===== config.mk =====
export PLATFORM = sky130hd
export DESIGN_NAME = mul_arbiter
export DESIGN_NICKNAME = d
export VERILOG_FILES = /design/src/rtl/mul_arbiter.sv
export SDC_FILE = /design/constraint.sdc
export NUM_CORES = 1
export LEC_CHECK = 0
export CAP_MARGIN = 0
export CORE_ASPECT_RATIO = 0.5
export CORE_MARGIN = 3
export CORE_UTILIZATION = 30
export CTS_CLUSTER_SIZE = 28
export DETAILED_ROUTE_END_ITERATION = 8
export PLACE_DENSITY = 0.5
export SLEW_MARGIN = 20
export SYNTH_ARGS = -nofsm -noshare
export SYNTH_HDL_FRONTEND = slang
export SYNTH_SLANG_ARGS = --single-unit
export TNS_END_PERCENT = 50

===== constraint.sdc =====
create_clock -name clk -period 18.74 [get_ports clk]
set_clock_uncertainty 0.2 [all_clocks]
set_input_delay 1.874 -clock clk [delete_from_list [all_inputs] [get_ports clk]]
set_output_delay 1.874 -clock clk [all_outputs]
set_load 0.01 [all_outputs]

===== src/rtl/mul_arbiter.sv =====
// mul_arbiter: two valid/ready requesters share one combinational
// N-bit unsigned multiplier; results return tagged with requester id.
// Ports: clk, rst (sync, active high); reqX_valid/ready/rs1/rs2;
// res_valid, res_ready, res_id, res_data (2N bits); busy.

module mul_unit #(
  parameter int N = 16
) (
  input  logic [N-1:0]   a,
  input  logic [N-1:0]   b,
  output logic [2*N-1:0] p
);
  assign p = {{N{1'b0}}, a} * {{N{1'b0}}, b};
endmodule

module mul_arbiter #(
  parameter int N = 16
) (
  input  logic           clk,
  input  logic           rst,
  input  logic           req0_valid,
  output logic           req0_ready,
  input  logic [N-1:0]   req0_rs1,
  input  logic [N-1:0]   req0_rs2,
  input  logic           req1_valid,
  output logic           req1_ready,
  input  logic [N-1:0]   req1_rs1,
  input  logic [N-1:0]   req1_rs2,
  output logic           res_valid,
  input  logic           res_ready,
  output logic           res_id,
  output logic [2*N-1:0] res_data,
  output logic           busy
);
  typedef enum logic [1:0] {
    IDLE,
    CALC,
    HOLD
  } state_t;

  state_t         state;
  state_t         state_nxt;
  logic           last_grant;
  logic           pend_id;
  logic [N-1:0]   op_a;
  logic [N-1:0]   op_b;
  logic [2*N-1:0] prod;
  logic           grant0;
  logic           grant1;

  mul_unit #(.N(N)) u_mul (
    .a (op_a),
    .b (op_b),
    .p (prod)
  );

  always_ff @(posedge clk) begin
    if (rst) state <= IDLE;
    else     state <= state_nxt;
  end

  // On a tie the requester that did not win last time is granted.
  always_comb begin
    state_nxt = state;
    grant0    = 1'b0;
    grant1    = 1'b0;
    unique case (state)
      IDLE: begin
        if (!rst) begin
          grant0 = req0_valid &
                   (!req1_valid | last_grant);
          grant1 = req1_valid &
                   (!req0_valid | !last_grant);
        end
        if (grant0 | grant1) state_nxt = CALC;
      end
      CALC: state_nxt = HOLD;
      HOLD: if (res_ready) state_nxt = IDLE;
      default: state_nxt = IDLE;
    endcase
  end

  assign req0_ready = grant0;
  assign req1_ready = grant1;
  assign busy       = (state != IDLE) & !rst;

  always_ff @(posedge clk) begin
    if (rst) begin
      op_a       <= '0;
      op_b       <= '0;
      pend_id    <= 1'b0;
      last_grant <= 1'b1;
      res_valid  <= 1'b0;
      res_data   <= '0;
      res_id     <= 1'b0;
    end else begin
      if (grant0 | grant1) begin
        op_a       <= grant1 ? req1_rs1 : req0_rs1;
        op_b       <= grant1 ? req1_rs2 : req0_rs2;
        pend_id    <= grant1;
        last_grant <= grant1;
      end
      if (state == CALC) begin
        res_data  <= prod;
        res_id    <= pend_id;
        res_valid <= 1'b1;
      end
      if (state == HOLD && res_ready)
        res_valid <= 1'b0;
    end
  end
endmodule


# Word-level counts from Yosys, hierarchy flattened
# Index checks and enable logic that the tools add are counted.
[classes]
n_mul = 1
bitwise_logic = 7
eq_ne = 4
n_reduce_logical = 9
muxes = 11
[op_table]
columns = ["cell", "count"]
rows = [
  ["16-bit by 16-bit multiplier with 32-bit output", 1],
  ["16-bit 2-to-1 mux", 2],
  ["1-bit 2-to-1 mux", 6],
  ["2-bit case mux with 3 select lines", 1],
  ["1-bit zero test", 4],
  ["2-bit 2-to-1 mux", 2],
  ["2-bit inequality test (second input constant)", 2],
  ["1-bit bitwise OR", 4],
  ["1-bit bitwise AND", 3],
  ["2-bit by 1-bit == test with 1-bit output (second input constant)", 1],
  ["2-bit == test (second input constant)", 1],
  ["2-bit zero test", 1],
  ["2-bit AND reduction", 1],
  ["2-bit nonzero test", 1],
  ["2-bit OR reduction", 1],
  ["1-bit logical AND", 1],
]
[totals]
register_bits = 70
output_inout_bits = 37

# Depth between registers and ports, before layout
[logic_depth]
word_depth = 8
depth_mapped = 22
depth_no_buf = 19

# By module
# Synthesis repeated with hierarchy kept, for this count alone.
[unflattened]
hier_cells = 1361
hier_area_um2 = 11494.8
[modules_own_cells]
columns = ["mod", "area_each_um2", "n_inst", "cells_per_inst"]
rows = [
  ["mul_unit", 8540.7, 1, 982],
  ["mul_arbiter", 2954.1, 1, 379],
]

# Worst setup path after synthesis
# No wires, ideal clock.
[synth_path]
path_type = "reg2reg"
from = "reg op_b[7]"
to = "reg res_data[28]"
path_buffers = 2
path_stages_with_launch = 22
arrival_ns = 5.699
period_less_slack_ns = 6.016
t_required_ns = 18.423
path_slack_ns = 12.724
cell_sequence = "dfxtp_1 -> clkbuf_1 -> clkbuf_1 -> nand2_1 -> fa_1 -> inv_1 -> fa_1 -> inv_1 -> fa_1 -> inv_1 -> fa_1 -> fa_1 -> inv_1 -> fa_1 -> inv_1 -> ha_1 -> a21oi_1 -> nand2_1 -> a221oi_4 -> a2111oi_2 -> or3_1 -> a32o_1"
[synth_between]
elab_chain_len = 1
[synth_lines]
columns = ["item", "line", "rtl"]
rows = [
  ["from (decl)", "46", "logic [N-1:0] op_b;"],
  ["from (signal assigned)", "99", "op_b <= grant1 ? req1_rs2 : req0_rs2;"],
  ["16-bit by 16-bit multiplier with 32-bit output", "13", "assign p = {{N{1'b0}}, a} * {{N{1'b0}}, b};"],
  ["to (signal assigned)", "104", "res_data <= prod;"],
  ["to (decl)", "32", "output logic [2*N-1:0] res_data,"],
]
# No other way between the ends.
# A chain may end at the register's enable or synchronous reset.

# Final worst setup path
[layout_path]
from = "reg op_a[7]"
to = "reg res_data[28]"
[layout_between]
elab_chain_len = 1
[layout_lines]
columns = ["item", "line", "rtl"]
rows = [
  ["from (decl)", "45", "logic [N-1:0] op_a;"],
  ["from (signal assigned)", "98", "op_a <= grant1 ? req1_rs1 : req0_rs1;"],
  ["16-bit by 16-bit multiplier with 32-bit output", "13", ""],
]
# No other way between the ends.

==> impl_metrics.py <==
metrics = {
    "worst_setup_path": {
        "start_kind": "flop",
        "crit_type": "flop to flop",
        "cp_top_family": "adder cells",
        "endpoint_kind": "flop",
        "r2r_end": "res_data[28]$_SDFFE_PP0N_",
        "slowest_delay_ns": 0.84,
        "rrSetupSlack_ns": 11.97,
        "rr_worst_depth": 19,
        "crit_chain": "nand2_1 > fa_1 > inv_1 > fa_1 > inv_1 > fa_1 > inv_1 > fa_1 > fa_1 > inv_1 > fa_1 > inv_1 > ha_1 > nand2_1 > nor2_1 > nand4bb_1 > a2111oi_2 > o21ai_1 > a32o_1",
        "crit_top_cell": "fa_1",
        "cp_max_fo": 17,
        "r2r_start": "op_a[7]$_SDFFE_PP0P_",
        "cp.arrival_ns": 6.82,
        "crit_slowest_cell": "dfxtp_1",
        "cp_data_required_time_ns": 18.79,
        "cp_num_buf_inv": 5,
    },
    "cells_and_area": {
        "final_common_cell": "nand2_1",
        "drive_gt1_share_pct": 3.41,
        "area_growth_pct": 15.3,
        "design_area_um2": 13200,
        "diodes": 0,
        "register_area_um2": 1400,
        "final_cell_mix": "nand2_1 (255), inv_1 (228), fa_1 (194)",
        "fillerInstances": 3810,
        "nets": 1769,
        "multi_input_area_um2": 8890,
    },
    "route": {
        "drt-initial-drc-count": 685,
        "drt-total-wl_mm": 35.2,
        "route.detailed.wl_per_inst_um": 18.6,
        "viasPerCell": 4.97,
        "first_pass_iters": 5,
        "drc": 0,
        "drtAntennaViolNets": 0,
        "dr_total_vias": 9397,
    },
    "pwr": {
        "fin_total_pwr_uw": 732,
        "leakage_uw": 0.00614,
        "powerDensity_nw_per_um2": 55.4,
        "vdd_drop_max_mv": 0.0450,
    },
    "floorplanning": {
        "rows": 49,
        "num_io_pins": 106,
        "core_area_um2": 36800,
        "die_area_um2": 40700,
        "dieWidth_um": 282,
        "start_util_pct": 31.1,
        "die_h_um": 144,
    },
    "sta": {
        "slew_headroom_pct": 34.9,
        "fmax_mhz": 148,
        "finalHoldViolCount": 0,
        "whs_ns": 0.257,
        "layout_setup_ws_ns": 11.97,
        "finalCriticalPeriod_ns": 6.77,
        "setup_viol": 0,
        "finalCritPeriodShare_pct": 36.1,
        "tightestPinTransition_ns": 0.975,
        "fin_tns_setup_ns": 0,
        "slew_violations": 0,
        "rsz0062_at_grt": "no",
    },
    "grt": {
        "grt.overflow.total": 0,
        "grt_start_max_net_pins": 66,
        "grt_pass1_vias": 10100,
        "antenna_found_initial": 2,
        "grt_pass1_wl_mm": 56.9,
        "grt_usage_pct": 18.0,
    },
    "cts": {
        "cts_tree": "done",
        "cts-htree-levels": 3,
        "cts_resized": 0,
        "cts-root-buf": "clkbuf_16",
        "clkTransAtPathRegs_ns": 0.07,
        "post_cts_buffers": 0,
        "cts_made_buffers": 9,
        "cts_sinks": 70,
        "holdBufCountCts": 0,
        "cts.path.max_buffers": 2,
        "clock_latency_ns": 0.35,
    },
    "synthesis": {
        "synth_edf_count": 0,
        "ys_ff_latch": 70,
        "postSynthAreaPerCell_um2": 8.48,
        "syn_area_um2": 11500,
        "synth_cell_types": 62,
        "synthFlopType": "dfxtp_1",
        "syn_nets": 1718,
        "yosysWarnings": 0,
        "synth_cells": 1351,
        "ys_seq_area_share_pct": 12.2,
        "async_reset_ff_share_pct": 0,
    },
    "placement": {
        "io_buffers": 105,
        "placed_area_um2": 12900,
        "pre_cts_slack_ns": 12.08,
        "hpwl_mm": 27.6,
        "place_congestion": 0.899,
    },
    "outcome": {
        "status": "completed",
    },
    "hold_path": {
        "hp-class": "flop to flop",
        "whs_endpoint": "res_data[13]$_SDFFE_PP0N_",
        "min_path_cells": 2,
        "hp-start": "res_data[13]$_SDFFE_PP0N_",
    },
    "flow_run": {
        "maxCapViolations": 0,
    },
}
## report_power, final
group	internal (µW)	switching [µW]	total, µW
Sequential	162	43.2	206
Clock	118	77.3	195
Combinational	134	198	331
## how the worst max path moves through the flow
stage | from | endpoint | slack, ns | cells past startpoint
2_1_floorplan | op_b[7]$_SDFFE_PP0P_ | res_data[28]$_SDFFE_PP0N_ | 12.72 | 21
3_3_place_gp | op_a[12]$_SDFFE_PP0P_ | res_data[28]$_SDFFE_PP0N_ | 12.16 | 17
3_5_place_dp | op_a[12]$_SDFFE_PP0P_ | res_data[27]$_SDFFE_PP0N_ | 12.08 | 18
4_1_cts | op_a[12]$_SDFFE_PP0P_ | res_data[27]$_SDFFE_PP0N_ | 12.06 | 18
5_1_grt | op_a[7]$_SDFFE_PP0P_ | res_data[28]$_SDFFE_PP0N_ | 11.68 | 19
6_report | op_a[7]$_SDFFE_PP0P_ | res_data[28]$_SDFFE_PP0N_ | 11.97 | 19
## cell families after synthesis
family                     synth area share [%]
AOI/OAI and AO/OA                          11.3
xor gates and xnor gates                   1.07
adders and majority gates                  45.3
buffers and inverters                      10.2
DFF                                        12.2
muxes                                    0.0874
and+or+nand+nor                            19.9
## through the flow
step | cells | util (%)
global route | 1891 | 35.9
CTS | 1891 | 35.9
floorplan | 1351 | -
global placement | 1875 | 35.0
finish | 1891 | 35.9
detailed placement | 1875 | 35.0
## sequential cells by signal (all words and copies together) (netlist names)
register / flops
res_valid: 1
op_b: 16
res_data: 32
last_grant: 1
pend_id: 1
res_id: 1
state: 2
op_a: 16
## synth_stat cells, types with 6 or more instances
master	count	area, µm²
nor3_1	6	30.0
clkbuf_1	57	214
nor2_1	50	188
inv_1	228	856
nand4_1	10	62.6
ha_1	104	1300
buf_2	11	55.1
fa_1	194	3880
a311oi_1	32	280
and3_1	6	37.5
nand3_1	13	65.1
o21ai_0	25	125
xnor2_1	11	96.3
a21o_1	10	75.1
dfxtp_1	70	1400
nand2_1	255	957
o21ai_1	8	40.0
a21oi_1	48	240
and2_1	123	769
o211ai_1	6	45.0
## area by class of cell
class	instances	area share, %
multi-input cells	977	67.3
flip-flops and latches	70	10.6
inverters	228	6.48
repair buffers	116	8.54
clock buffers	10	1.73
clock inverters	6	0.710
well taps	484	4.59
## worst reg2reg max path, stage by stage (launching register included)
cell and delay (ns):
dfxtp_1 0.84, nand2_1 0.20, fa_1 0.57, inv_1 0.06, fa_1 0.52, inv_1 0.06, fa_1 0.53, inv_1 0.07
fa_1 0.46, fa_1 0.51, inv_1 0.06, fa_1 0.57, inv_1 0.07, ha_1 0.40, nand2_1 0.13, nor2_1 0.27
nand4bb_1 0.31, a2111oi_2 0.48, o21ai_1 0.10, a32o_1 0.26
## per-layer routing
layer	routed length (µm)	vias up	GRT usage (%)
li1	-	4368	-
met1	16600	4731	25.4
met5	13	-	0
met4	411	2	3.18
met3	2470	38	3.50
met2	15700	258	29.1
No activity file was read; power rests on OpenSTA's default activity.
